--- src/rtl/cache_status_pkg.sv ---
// Shared types for the cache status memory: sweep FSM states and per-way status record.
// Dirty field present only when CACHE_DIRTY_BIT_EN is defined.
package cache_status_pkg;

  typedef enum logic [1:0] {
    IDLE  = 2'd0,
    SWEEP = 2'd1,
    DONE  = 2'd2
  } status_fsm_t;

  typedef struct packed {
    logic valid;
`ifdef CACHE_DIRTY_BIT_EN
    logic dirty;
`endif
  } status_t;

endpackage

--- src/rtl/status_sweep_controller.sv ---
// Sweep engine: walks every set once after reset or an accepted flush, driving a clear
// port into the status array. Owns busy_o and the flush_done_o pulse.
module status_sweep_controller
  import cache_status_pkg::*;
#(
  parameter int ADDR_WIDTH = 8
) (
  input  logic                  clk_i,
  input  logic                  rst_i,
  input  logic                  flush_i,
  output logic                  busy_o,
  output logic                  flush_done_o,
  output logic                  clr_en_o,
  output logic [ADDR_WIDTH-1:0] clr_addr_o
);

  localparam logic [ADDR_WIDTH-1:0] LAST_SET = '1;

  status_fsm_t           state_q;
  logic [ADDR_WIDTH-1:0] cnt_q;
  logic                  busy_q;
  logic                  done_q;

  always_ff @(posedge clk_i or posedge rst_i) begin
    if (rst_i) begin
      state_q <= SWEEP;
      cnt_q   <= '0;
      busy_q  <= 1'b1;
      done_q  <= 1'b0;
    end else begin
      case (state_q)
        // DONE behaves like IDLE for requests; it only adds the one-cycle pulse
        IDLE, DONE: begin
          done_q <= 1'b0;
          if (flush_i) begin
            state_q <= SWEEP;
            cnt_q   <= '0;
            busy_q  <= 1'b1;
          end else begin
            state_q <= IDLE;
          end
        end
        SWEEP: begin
          cnt_q <= cnt_q + 1'b1;
          if (cnt_q == LAST_SET) begin
            state_q <= DONE;
            busy_q  <= 1'b0;
            done_q  <= 1'b1;
          end
        end
        default: begin
          state_q <= IDLE;
          busy_q  <= 1'b0;
          done_q  <= 1'b0;
        end
      endcase
    end
  end

  assign busy_o       = busy_q;
  assign flush_done_o = done_q;
  assign clr_en_o     = (state_q == SWEEP);
  assign clr_addr_o   = cnt_q;

endmodule

--- src/rtl/cache_status_memory.sv ---
// Per-set, per-way status array (valid, plus dirty with CACHE_DIRTY_BIT_EN) with one write
// port, two registered read ports and a sweep engine that clears all sets after reset/flush.
module cache_status_memory
  import cache_status_pkg::*;
#(
  parameter int ADDR_WIDTH = 8,
  parameter int WAYS       = 2
) (
  input  logic                  clk_i,
  input  logic                  rst_i,
  input  logic                  write_i,
  input  logic [ADDR_WIDTH-1:0] write_address_i,
  input  logic [WAYS-1:0]       write_way_i,
  input  logic                  valid_i,
`ifdef CACHE_DIRTY_BIT_EN
  input  logic                  dirty_i,
  output logic [WAYS-1:0]       dirty_0_o,
  output logic [WAYS-1:0]       dirty_1_o,
`endif
  input  logic [1:0]            read_i,
  input  logic [ADDR_WIDTH-1:0] read_address_0_i,
  input  logic [ADDR_WIDTH-1:0] read_address_1_i,
  output logic [WAYS-1:0]       valid_0_o,
  output logic [WAYS-1:0]       valid_1_o,
  input  logic                  flush_i,
  output logic                  busy_o,
  output logic                  flush_done_o
);

  localparam int DEPTH = 2 ** ADDR_WIDTH;

  status_t               mem_q [DEPTH][WAYS];
  logic                  clr_en;
  logic [ADDR_WIDTH-1:0] clr_addr;
  logic                  busy;
  logic                  wr_en;
  logic [1:0]            rd_en;
  status_t               wr_data;

  status_sweep_controller #(.ADDR_WIDTH(ADDR_WIDTH)) u_sweep (
    .clk_i        (clk_i),
    .rst_i        (rst_i),
    .flush_i      (flush_i),
    .busy_o       (busy),
    .flush_done_o (flush_done_o),
    .clr_en_o     (clr_en),
    .clr_addr_o   (clr_addr)
  );

  assign busy_o = busy;
  // A flush accepted in the same cycle wins over the write
  assign wr_en  = write_i & ~busy & ~flush_i;
  assign rd_en  = read_i & {2{~busy}};

  always_comb begin
    wr_data       = '0;
    wr_data.valid = valid_i;
`ifdef CACHE_DIRTY_BIT_EN
    wr_data.dirty = dirty_i;
`endif
  end

  // No reset on the array: the sweep is its initialisation
  always_ff @(posedge clk_i) begin
    for (int w = 0; w < WAYS; w++) begin
      if (clr_en)
        mem_q[clr_addr][w] <= '0;
      else if (wr_en && write_way_i[w])
        mem_q[write_address_i][w] <= wr_data;
    end
  end

  logic [WAYS-1:0] valid_0_q, valid_1_q;
`ifdef CACHE_DIRTY_BIT_EN
  logic [WAYS-1:0] dirty_0_q, dirty_1_q;
`endif

  always_ff @(posedge clk_i or posedge rst_i) begin
    if (rst_i) begin
      valid_0_q <= '0;
      valid_1_q <= '0;
`ifdef CACHE_DIRTY_BIT_EN
      dirty_0_q <= '0;
      dirty_1_q <= '0;
`endif
    end else begin
      for (int w = 0; w < WAYS; w++) begin
        if (rd_en[0]) begin
          valid_0_q[w] <= mem_q[read_address_0_i][w].valid;
`ifdef CACHE_DIRTY_BIT_EN
          dirty_0_q[w] <= mem_q[read_address_0_i][w].dirty;
`endif
        end
        if (rd_en[1]) begin
          valid_1_q[w] <= mem_q[read_address_1_i][w].valid;
`ifdef CACHE_DIRTY_BIT_EN
          dirty_1_q[w] <= mem_q[read_address_1_i][w].dirty;
`endif
        end
      end
    end
  end

  assign valid_0_o = valid_0_q;
  assign valid_1_o = valid_1_q;
`ifdef CACHE_DIRTY_BIT_EN
  assign dirty_0_o = dirty_0_q;
  assign dirty_1_o = dirty_1_q;
`endif

endmodule

--- config.mk ---
export PLATFORM = sky130hd
export DESIGN_NAME = cache_status_memory
export DESIGN_NICKNAME = d
export VERILOG_FILES = /design/src/rtl/cache_status_pkg.sv /design/src/rtl/status_sweep_controller.sv /design/src/rtl/cache_status_memory.sv
export SDC_FILE = /design/constraint.sdc
export NUM_CORES = 1
export LEC_CHECK = 0
export CAP_MARGIN = 20
export CORE_ASPECT_RATIO = 1.1
export CORE_UTILIZATION = 40
export DETAILED_ROUTE_END_ITERATION = 7
export GPL_TIMING_DRIVEN = 0
export PLACE_DENSITY = 0.53
export SYNTH_ARGS = -nofsm -noshare
export SYNTH_HDL_FRONTEND = slang
export SYNTH_HIERARCHICAL = 1
export SYNTH_SLANG_ARGS = --single-unit
--- constraint.sdc ---
create_clock -name clk_i -period 12.63 [get_ports clk_i]
set_clock_uncertainty 0.1 [all_clocks]
set_input_delay 2.526 -clock clk_i [delete_from_list [all_inputs] [get_ports clk_i]]
set_output_delay 2.526 -clock clk_i [all_outputs]
set_load 0.01 [all_outputs]
==> summary.md <==
| Metric | Value |
|---|---|
| YS warnings | `6` |
| DR DRC count | `0` |
| Met1 Use GR | `0.395` |
| Hold Vio Cnt, Final | `0` |
| Initial antenna violation count | `2` |
| Final nets | `approximately 2200` |
| Yosys reg bits | `between 500 and 600` |
| Crit path max fanout | `10` |
| Routed wire length per instance | `between 30 and 40 um` |
| Fraction of layout cells with a size suffix above 1 | `0.243` |
| Area Growth Syn to Fin | `13.1%` |
| Final worst-path cycle share | `0.527` |
| Vias in the first global route | `just under 20000` |
| Yosys cell types | `74` |
| Die area | `just over 70000 um^2` |
| Design Area, Final | `between 30000 and 40000 um^2` |
| Fmax | `roughly 150 MHz` |
| Slew HR | `0.193` |
| Total GRT Usage | `0.310` |
| WS Path Type | `primary input to flop` |
| Hold Crit Class | `flop to flop` |
| CTS H-tree lvls | `2` |
| Routability cong. | `between 1 and 1.5` |
| Switching Fraction | `0.297` |
| Max_cap viols | `0` |
| Period minus WS final | `6.66 ns` |
| Vias per std cell | `approximately 6.4` |
| Global route total overflow | `0` |
| Utilization after layout | `0.460` |
| Tightest Pin Transition | `1.21 ns` |
| Type of origin of the critical path | `primary input` |
| RSZ-0062 raised after global routing | `no` |
| Initial core utilization | `0.407` |
| Die Wd | `256 um` |
| Internal power | `between 3000 and 4000 uW` |
| Post-synth EDFFs | `512` |
| Hold WS | `0.491 ns` |
| TNS Setup | `0 ns` |
| Net switching power | `1350 uW` |
| Clk slew on worst S/H paths | `0.06 ns` |
| Total iterations of the first detailed-routing run | `6` |
| GR met3 Demand/Resource | `0.0634` |
| Status | `finished clean` |
| Iteration-0 DRC Markers | `between 3000 and 4000` |
| Worst setup EP type | `flop` |
| Most used DFF post-synth | `edfxtp_1` |
| Post-DP HPWL | `78.1 mm` |
| PortBufs | `33` |
| Mapped Cells | `a little over 2000` |
| Final slew viol count | `0` |
| Number of clock sinks | `around 530` |
| Worst-skew pair later-pin latency | `0.63 ns` |
| Flop pwr share | `0.433` |
| Clock Path Buffers | `3` |
| Root Driver | `clkbuf_16` |
| Clock power frac | `0.390` |
| Post-CTS resize count | `0` |
| Combinational power share | `0.178` |
| Core ar. | `between 60000 and 70000 um^2` |
| Via count | `between 20000 and 25000` |
| Std-Cell Rows | `just over 100` |
| Mapped Area | `between 20000 and 30000 um^2` |
| Critical Path RT | `13.01 ns` |
| Final ANT Viol Nets | `0` |
| Largest net degree at the start of global routing | `110` |
| Post-Route WL | `between 100 and 150 mm` |
| Cell Area, Placed | `around 30000 um^2` |
| CTS tree | `done` |
| Max VDD drop | `0.103 mV` |
| First-pass GRT wire length | `between 150 and 200 mm` |
| CP arrival | `roughly 7.0 ns` |
| Power Dens Cells | `142 nW/um^2` |
| M2 GR Usage | `0.493` |
| Hold Buf Count CTS | `0` |
| FFs w/ async S/R, synth | `0.0285` |
| Leak | `about 0.011 uW` |
| Final Setup Violations | `0` |
| Post-CTS setup buffer count | `0` |
| Fillers | `roughly 6300` |
| Die Ht | `between 200 and 300 um` |
| CTS Buf Count | `~60` |
| Busiest grt layer | `met2` |
| Sequential share of the synthesized area | `0.557` |
| Mean Syn Cell Area | `between 10 and 15 um^2` |
| IO Count | `39` |
| Syn_nets | `2108` |
-- area by class of cell --
class	count	area (um^2)	area share
Antenna cell	1	2.50	0.0000782
Buffer	227	1440	0.0449
Clock buffer	82	1650	0.0514
Clock inverter	27	282	0.00880
Inverter	11	46.3	0.00145
Multi-Input combinational cell	1309	11100	0.346
Sequential cell	527	15800	0.493
Tap cell	927	1160	0.0363
Timing Repair Buffer	48	607	0.0190
-- critical path, cell delays in order --
cell and delay, ns:
clkdlybuf4s50_1 0.67, clkbuf_1 0.93, clkbuf_1 0.90, nand2_1 0.57
o22ai_1 0.41, nor3_1 0.09, a2111oi_0 0.76, o211ai_1 0.17
-- cell usage in the layout, fill, tap and decap left out, types with 29 or more instances in the layout --
| cell type | instances |
|---|---|
| a22oi_1 | 55 |
| buf_2 | 89 |
| buf_6 | 48 |
| clkbuf_1 | 84 |
| clkbuf_16 | 61 |
| clkdlybuf4s50_1 | 33 |
| edfxtp_1 | 512 |
| mux2i_1 | 84 |
| mux4_2 | 223 |
| nand2_1 | 62 |
| nand2b_1 | 44 |
| nor2_1 | 514 |
| nor2b_1 | 29 |
-- layer usage --
| metal | part of all wire | vias to the layer above |
|---|---|---|
| li1 | - | 8061 |
| met1 | 0.37 | 10500 |
| met2 | 0.46 | 1239 |
| met3 | 0.10 | 304 |
| met4 | 0.066 | 2 |
| met5 | 0.00012 | - |
-- power by group through the flow --
stage               logic, uW  clock network (uW)  registers, uW
global route              826                1830           1960
CTS                       791                1770           1960
floorplan                 435                   0           1990
global placement          780                   0           1990
finish                    805                1770           1960
detailed placement        789                   0           2000
-- path summary, 6_finish.rpt --
check | endpoint | slack [ns] | cells after the start | from
min | u_sweep/busy_o | 0.49 | 2 | u_sweep/state_q[1]
max | valid_1_o[0] | 5.97 | 8 | read_address_1_i[4]
min in group asynchronous | valid_1_o[1] | 2.32 | 2 | rst_i
max in group asynchronous | u_sweep/busy_o | 9.67 | 2 | rst_i
max reg2reg | mem_q[174][0] | 8.89 | 13 | u_sweep/state_q[1]
min reg2reg | u_sweep/busy_o | 0.49 | 2 | u_sweep/state_q[1]
-- flip-flops by register name, summed over array words and instances (netlist names) --
name                cells
valid_0_o               2
u_sweep/state_q         2
mem_q                 512
valid_1_o               2
u_sweep/clr_addr_o      8
u_sweep/busy_o          1
-- stage by stage --
step	power, uW	worst slack (ns)	std cells
floorplan	2420	1.36	2074
global placement	2770	-4.35	3034
detailed placement	2790	5.54	3048
CTS	4520	6.16	3157
global route	4620	6.09	3158
finish	4530	5.97	3159
-- Yosys cell counts (6+ instances only) --
master / number / area share
nor2_1: 514 / 0.068
edfxtp_1: 512 / 0.54
mux4_2: 223 / 0.18
buf_2: 89 / 0.016
mux2i_1: 84 / 0.030
clkbuf_1: 67 / 0.0089
nand2_1: 62 / 0.0082
a22oi_1: 55 / 0.015
buf_6: 45 / 0.018
nand2b_1: 44 / 0.0097
nor2b_1: 29 / 0.0064
nand3_1: 28 / 0.0050
nor2_2: 27 / 0.0060
or2_1: 25 / 0.0055
a21oi_1: 17 / 0.0030
mux2_2: 16 / 0.0064
o22ai_1: 16 / 0.0035
buf_4: 14 / 0.0037
dfrtp_1: 13 / 0.012
o21ai_0: 12 / 0.0021
nor3_1: 11 / 0.0019
a31oi_1: 10 / 0.0022
inv_1: 9 / 0.0012
o211ai_1: 9 / 0.0024
a221oi_1: 8 / 0.0025
a22o_1: 8 / 0.0025
and2_1: 8 / 0.0018
and3_1: 8 / 0.0018
or2_2: 8 / 0.0018
nand4_1: 7 / 0.0015
buf_1: 6 / 0.00080
-- logic make-up after synthesis --
logic type | synth area share
AND/OR/NAND/NOR | 0.126
adder cells (fa/ha/maj) | 0.000442
AO/OA/AOI/OAI | 0.0464
flip-flops | 0.557
buffers and inverters | 0.0524
multiplexers | 0.217
No activity file was read; power rests on OpenSTA's default activity.
==> patch 1, RTL diff (config.mk and constraints unchanged) <==
`ADDR_WIDTH` is set to 8 in 2 places; all go to 7.
--- a/src/rtl/status_sweep_controller.sv
+++ b/src/rtl/status_sweep_controller.sv
@@ -3,7 +3,7 @@
 module status_sweep_controller
   import cache_status_pkg::*;
 #(
-  parameter int ADDR_WIDTH = 8
+  parameter int ADDR_WIDTH = 7
 ) (
   input  logic                  clk_i,
   input  logic                  rst_i,
--- a/src/rtl/cache_status_memory.sv
+++ b/src/rtl/cache_status_memory.sv
@@ -3,7 +3,7 @@
 module cache_status_memory
   import cache_status_pkg::*;
 #(
-  parameter int ADDR_WIDTH = 8,
+  parameter int ADDR_WIDTH = 7,
   parameter int WAYS       = 2
 ) (
   input  logic                  clk_i,
Interface: changed (resized read_address_0_i, read_address_1_i and write_address_i); port bits go from 39 to 36. No check against the original RTL was run, so the function may have changed too.
==> patch 1 against the unedited design <==
- count of clock-buffer cells in the layout is 43 lower
- total power shrank 57%
- area after synthesis down 48%
- core utilization fell by 0.13 points
- worst setup slack gained 1500 ps
- sequential cell count shrank 257
- wire length is 58% lower
- final area fell by 48%
- worst hold slack lost 33 ps
- cell count decreased by 45%
- largest cell class unchanged
==> patch 1: results (changes against the unedited design) <==
synthesis:
  synthAdderAreaFrac_pct: 0.0843  # was 0.0442%
  synth_compound_area_share_pct: 5.17  # was 4.64%
  synth_enable_flop_cells: 256  # was 512
  synthTopCellsByArea: "edfxtp_1 52%, mux4_2 11%, nor2_1 7.0%"  # was edfxtp_1 54%, mux4_2 18%, nor2_1 6.8%
  synthMuxAreaShare_pct: 21.8  # was 21.7%
  ys_async_sr_fraction_pct: 5.19  # was 2.85%
  synth_fp_nets: 1184  # was 2,108
  yosysUniqueCellTypes: 54  # was 74
sta:
  slew_headroom_pct: 29.2  # was 19.3%
global_routing:
  grt_pass1_vias: 10100  # was 19,800
  use_met3_pct: 4.81  # was 6.34%
  gr-usage-met1_pct: 33.2  # was 39.5%
  grt.total_usage_pct: 25.5  # was 31.0%
  antenna_found_initial: 1  # was 2
  grt_max_degree: 101  # was 110
clocking:
  numCtsBuffers: 31  # was 59
  clock_latency_ps: 580  # was 630 ps
final_layout:
  largest_reg_flops: 256  # was 512
  diodes: 0  # was 1
power:
  vdd_drop_max_mv: 0.0983  # was 0.103 mV
detailed_routing:
  dr.pass1.iters: 7  # was 6
  wl_per_cell_um: 27.2  # was 35.1 um
  drtIter0Drc: 1083  # was 3,027
status:
  status: "complete, no violations"  # unchanged
setup_path:
  critical_path.max_stage_delay_ps: 600  # was 930 ps
  cp_max_fo: 100  # was 10
place:
  pre_cts_slack_ps: 6890  # was 5540 ps
==> patch 1: cell count changes after synthesis, moves of 13 or more <==
cell | unedited run | this run
a22oi_1 | 55 | 14
buf_2 | 89 | 50
buf_6 | 45 | 11
clkbuf_1 | 67 | 11
edfxtp_1 | 512 | 256
mux2_2 | 16 | 36
mux4_1 | 3 | 16
mux4_2 | 223 | 72
nand2_2 | 0 | 20
nand2b_1 | 44 | 13
nor2_1 | 514 | 278
nor2_2 | 27 | 0
nor2b_1 | 29 | 15
or2_1 | 25 | 0
==> patch 1: area by class of cell <==
type	count	area (um^2)
multi-input combinational	792	6210
tap	487	609
buffer	86	574
fill	3404	19700
sequential	270	8040
clock buffer	39	806
inverter	5	18.8
timing repair buffer	29	325
clock inverter	16	98.8
==> patch 1: cell families (layout without fill, tap and decap cells) <==
group / after synthesis / after routing
buffers and inverters: 91 / 175
adder cells (fa/ha/maj): 1 / 1
AO/OA/AOI/OAI: 108 / 108
flip-flops: 270 / 270
AND/OR/NAND/NOR: 483 / 483
multiplexers: 200 / 200
==> patch 1: worst paths after layout <==
path	startpoint	endpoint	slack, ps	cells after the start
hold / removal	valid_0_o[0]$_DFFE_PP0P_	valid_0_o[0]$_DFFE_PP0P_	460	2
min in group asynchronous	rst_i	valid_1_o[0]$_DFFE_PP0P_	2260	2
max in group asynchronous	rst_i	u_sweep/state_q[0]$_DFFE_PP1P_	9730	2
setup reg to reg	u_sweep/busy_o$_DFFE_PP1P_	mem_q[65][1]$_DFFE_PP_	9470	6
hold reg to reg	valid_0_o[0]$_DFFE_PP0P_	valid_0_o[0]$_DFFE_PP0P_	460	2
setup / recovery	flush_i	mem_q[65][1]$_DFFE_PP_	7510	7
==> patch 1: stage by stage <==
stage | cell area [um^2] | std cells | utilization, % | hold slack, ps | power [mW]
global placement | 15700 | 1667 | 43.2 | 432 | 1.12
global route | 16700 | 1724 | 45.9 | 487 | 1.98
detailed placement | 15800 | 1669 | 43.4 | 436 | 1.12
CTS | 16700 | 1724 | 45.9 | 453 | 1.94
finish | 16700 | 1724 | 45.9 | 458 | 1.93
floorplan | 14800 | 1153 | - | 414 | 1.07
==> patch 1: worst max-delay path, delay by kind of cell <==
| kind | cells | cell delay [ps] |
|---|---|---|
| and+or+nand+nor | 3 | 1360 |
| buffers and inverters | 4 | 1360 |
==> patch 1: report_power, final <==
part	total [mW]	switching [mW]	internal (mW)
sequential	0.968	0.00145	0.966
combinational	0.130	0.0761	0.0543
clock	0.832	0.366	0.466
==> patch 1: per-layer routing <==
layer	part of all wire [%]	up-vias
met1	41	5139
met4	4.2	0
met2	47	399
met3	7.0	90
met5	0	-
li1	-	4482
==> patch 2, RTL diff (same settings) <==
Made on the original files. Register the output `valid_1_o` once more, cleared by the reset; this adds one clock of latency there. The other outputs are not delayed to match.
--- a/src/rtl/cache_status_memory.sv
+++ b/src/rtl/cache_status_memory.sv
@@ -102,7 +102,13 @@
   end
 
   assign valid_0_o = valid_0_q;
-  assign valid_1_o = valid_1_q;
+  always_ff @(posedge clk_i or posedge rst_i) begin
+    if (rst_i) begin
+      valid_1_o <= '0;
+    end else begin
+      valid_1_o <= valid_1_q;
+    end
+  end
 `ifdef CACHE_DIRTY_BIT_EN
   assign dirty_0_o = dirty_0_q;
   assign dirty_1_o = dirty_1_q;
Check against the original RTL: not settled (the Yosys comparison gave no result); the edit may change what the design does.
==> patch 2 against the unedited design <==
- sequential share of layout area rose by 0.62 points
- total power fell by 1.5%
- count of clock-buffer cells in the layout fell by 1
- final area fell by 0.92%
- worst setup slack improved by 560 ps
- area after synthesis fell by 0.66%
- wire length fell by 5.0%
- largest cell class unchanged
- register-to-register slack got worse by 50 ps
- highest routed layer is now met4
- sequential cell count rose by 2
==> patch 2: results (changes against the unedited design) <==
final_layout:
  nFillCells: 6341  # was 6,327
  drive_gt1_share_pct: 24.8  # was 24.3%
  instances_no_fill: 3085  # was 3,159
  final_nets: 2144  # was 2,217
  diodes: 0  # was 1
setup_path:
  cp-endpoint: "valid_1_q[0]$_DFFE_PP0P_"  # was valid_1_o[0]$_DFFE_PP0P_
  r2r-end: "mem_q[200][1]$_DFFE_PP_"  # was mem_q[174][0]$_DFFE_PP_
  slowest_stage: "buf_2"  # was clkbuf_1
  worstPathArrival_ps: 6500  # was 7040 ps
  reg2reg_slack_ps: 8840  # was 8890 ps
global_routing:
  gr-usage-met1_pct: 38.6  # was 39.5%
  use_met3_pct: 6.45  # was 6.34%
  grtUsageMet2_pct: 47.5  # was 49.3%
  grt_max_degree: 105  # was 110
  grt_pass1_vias: 19300  # was 19,800
status:
  status: "complete, no violations"  # unchanged
power:
  p_int_mw: 3.12  # was 3.18 mW
  p_seq_share_pct: 44.2  # was 43.3%
  leakage_nw: 10.5  # was 10.7 nW
  vdd_drop_max_mv: 0.108  # was 0.103 mV
detailed_routing:
  drtIter0Drc: 2589  # was 3,027
  routed_wl_um: 105000  # was 111,000 um
place:
  dpl-instance-area_um2: 29900  # was 30,000 um^2
  place_congestion: 0.913  # was 1.00
  pre_cts_slack_ps: 5970  # was 5540 ps
  port_buffers: 30  # was 33
synthesis:
  synthTopCellsByArea: "edfxtp_1 55%, mux4_2 21%, nor2_1 7.2%"  # was edfxtp_1 54%, mux4_2 18%, nor2_1 6.8%
  seq_area_frac_synth_pct: 56.3  # was 55.7%
  ys_async_sr_fraction_pct: 3.21  # was 2.85%
  yosysUniqueCellTypes: 69  # was 74
worst_hold_path:
  hold_depth: 0  # was 2
  hold_end: "valid_1_o[1]$_DFF_PP0_"  # was u_sweep/busy_o$_DFFE_PP1P_
  hp-start: "valid_1_q[1]$_DFFE_PP0P_"  # was u_sweep/state_q[1]$_DFFE_PP0P_
clocking:
  numCtsBuffers: 58  # was 59
sta:
  fin_ws_ps: 6530  # was 5970 ps
  tightestPinTransition_ps: 1250  # was 1210 ps
## patch 2: area by class of cell
| type | count | area (um^2) | share of cell area [%] |
|---|---|---|---|
| multi-input combinational | 1244 | 10900 | 34.3 |
| clock inverter | 27 | 231 | 0.730 |
| timing repair buffer | 47 | 619 | 1.95 |
| inverter | 12 | 50.0 | 0.158 |
| sequential | 529 | 15800 | 49.9 |
| tap | 927 | 1160 | 3.66 |
| buffer | 218 | 1380 | 4.35 |
| clock buffer | 81 | 1580 | 4.98 |
## patch 2: logic make-up after synthesis
| kind of cell | synth area share (%) |
|---|---|
| simple gates | 12.1 |
| compound gates | 3.82 |
| fa+ha+maj | 0.0445 |
| flops | 56.3 |
| mux | 22.7 |
| buf+inv | 5.09 |
## patch 2: per-layer routing
metal / routed length [um] / share of wire [%]
met1: 39400 / 37
met2: 49700 / 47
met3: 10300 / 9.8
met4: 5930 / 5.6
met5: 0 / 0
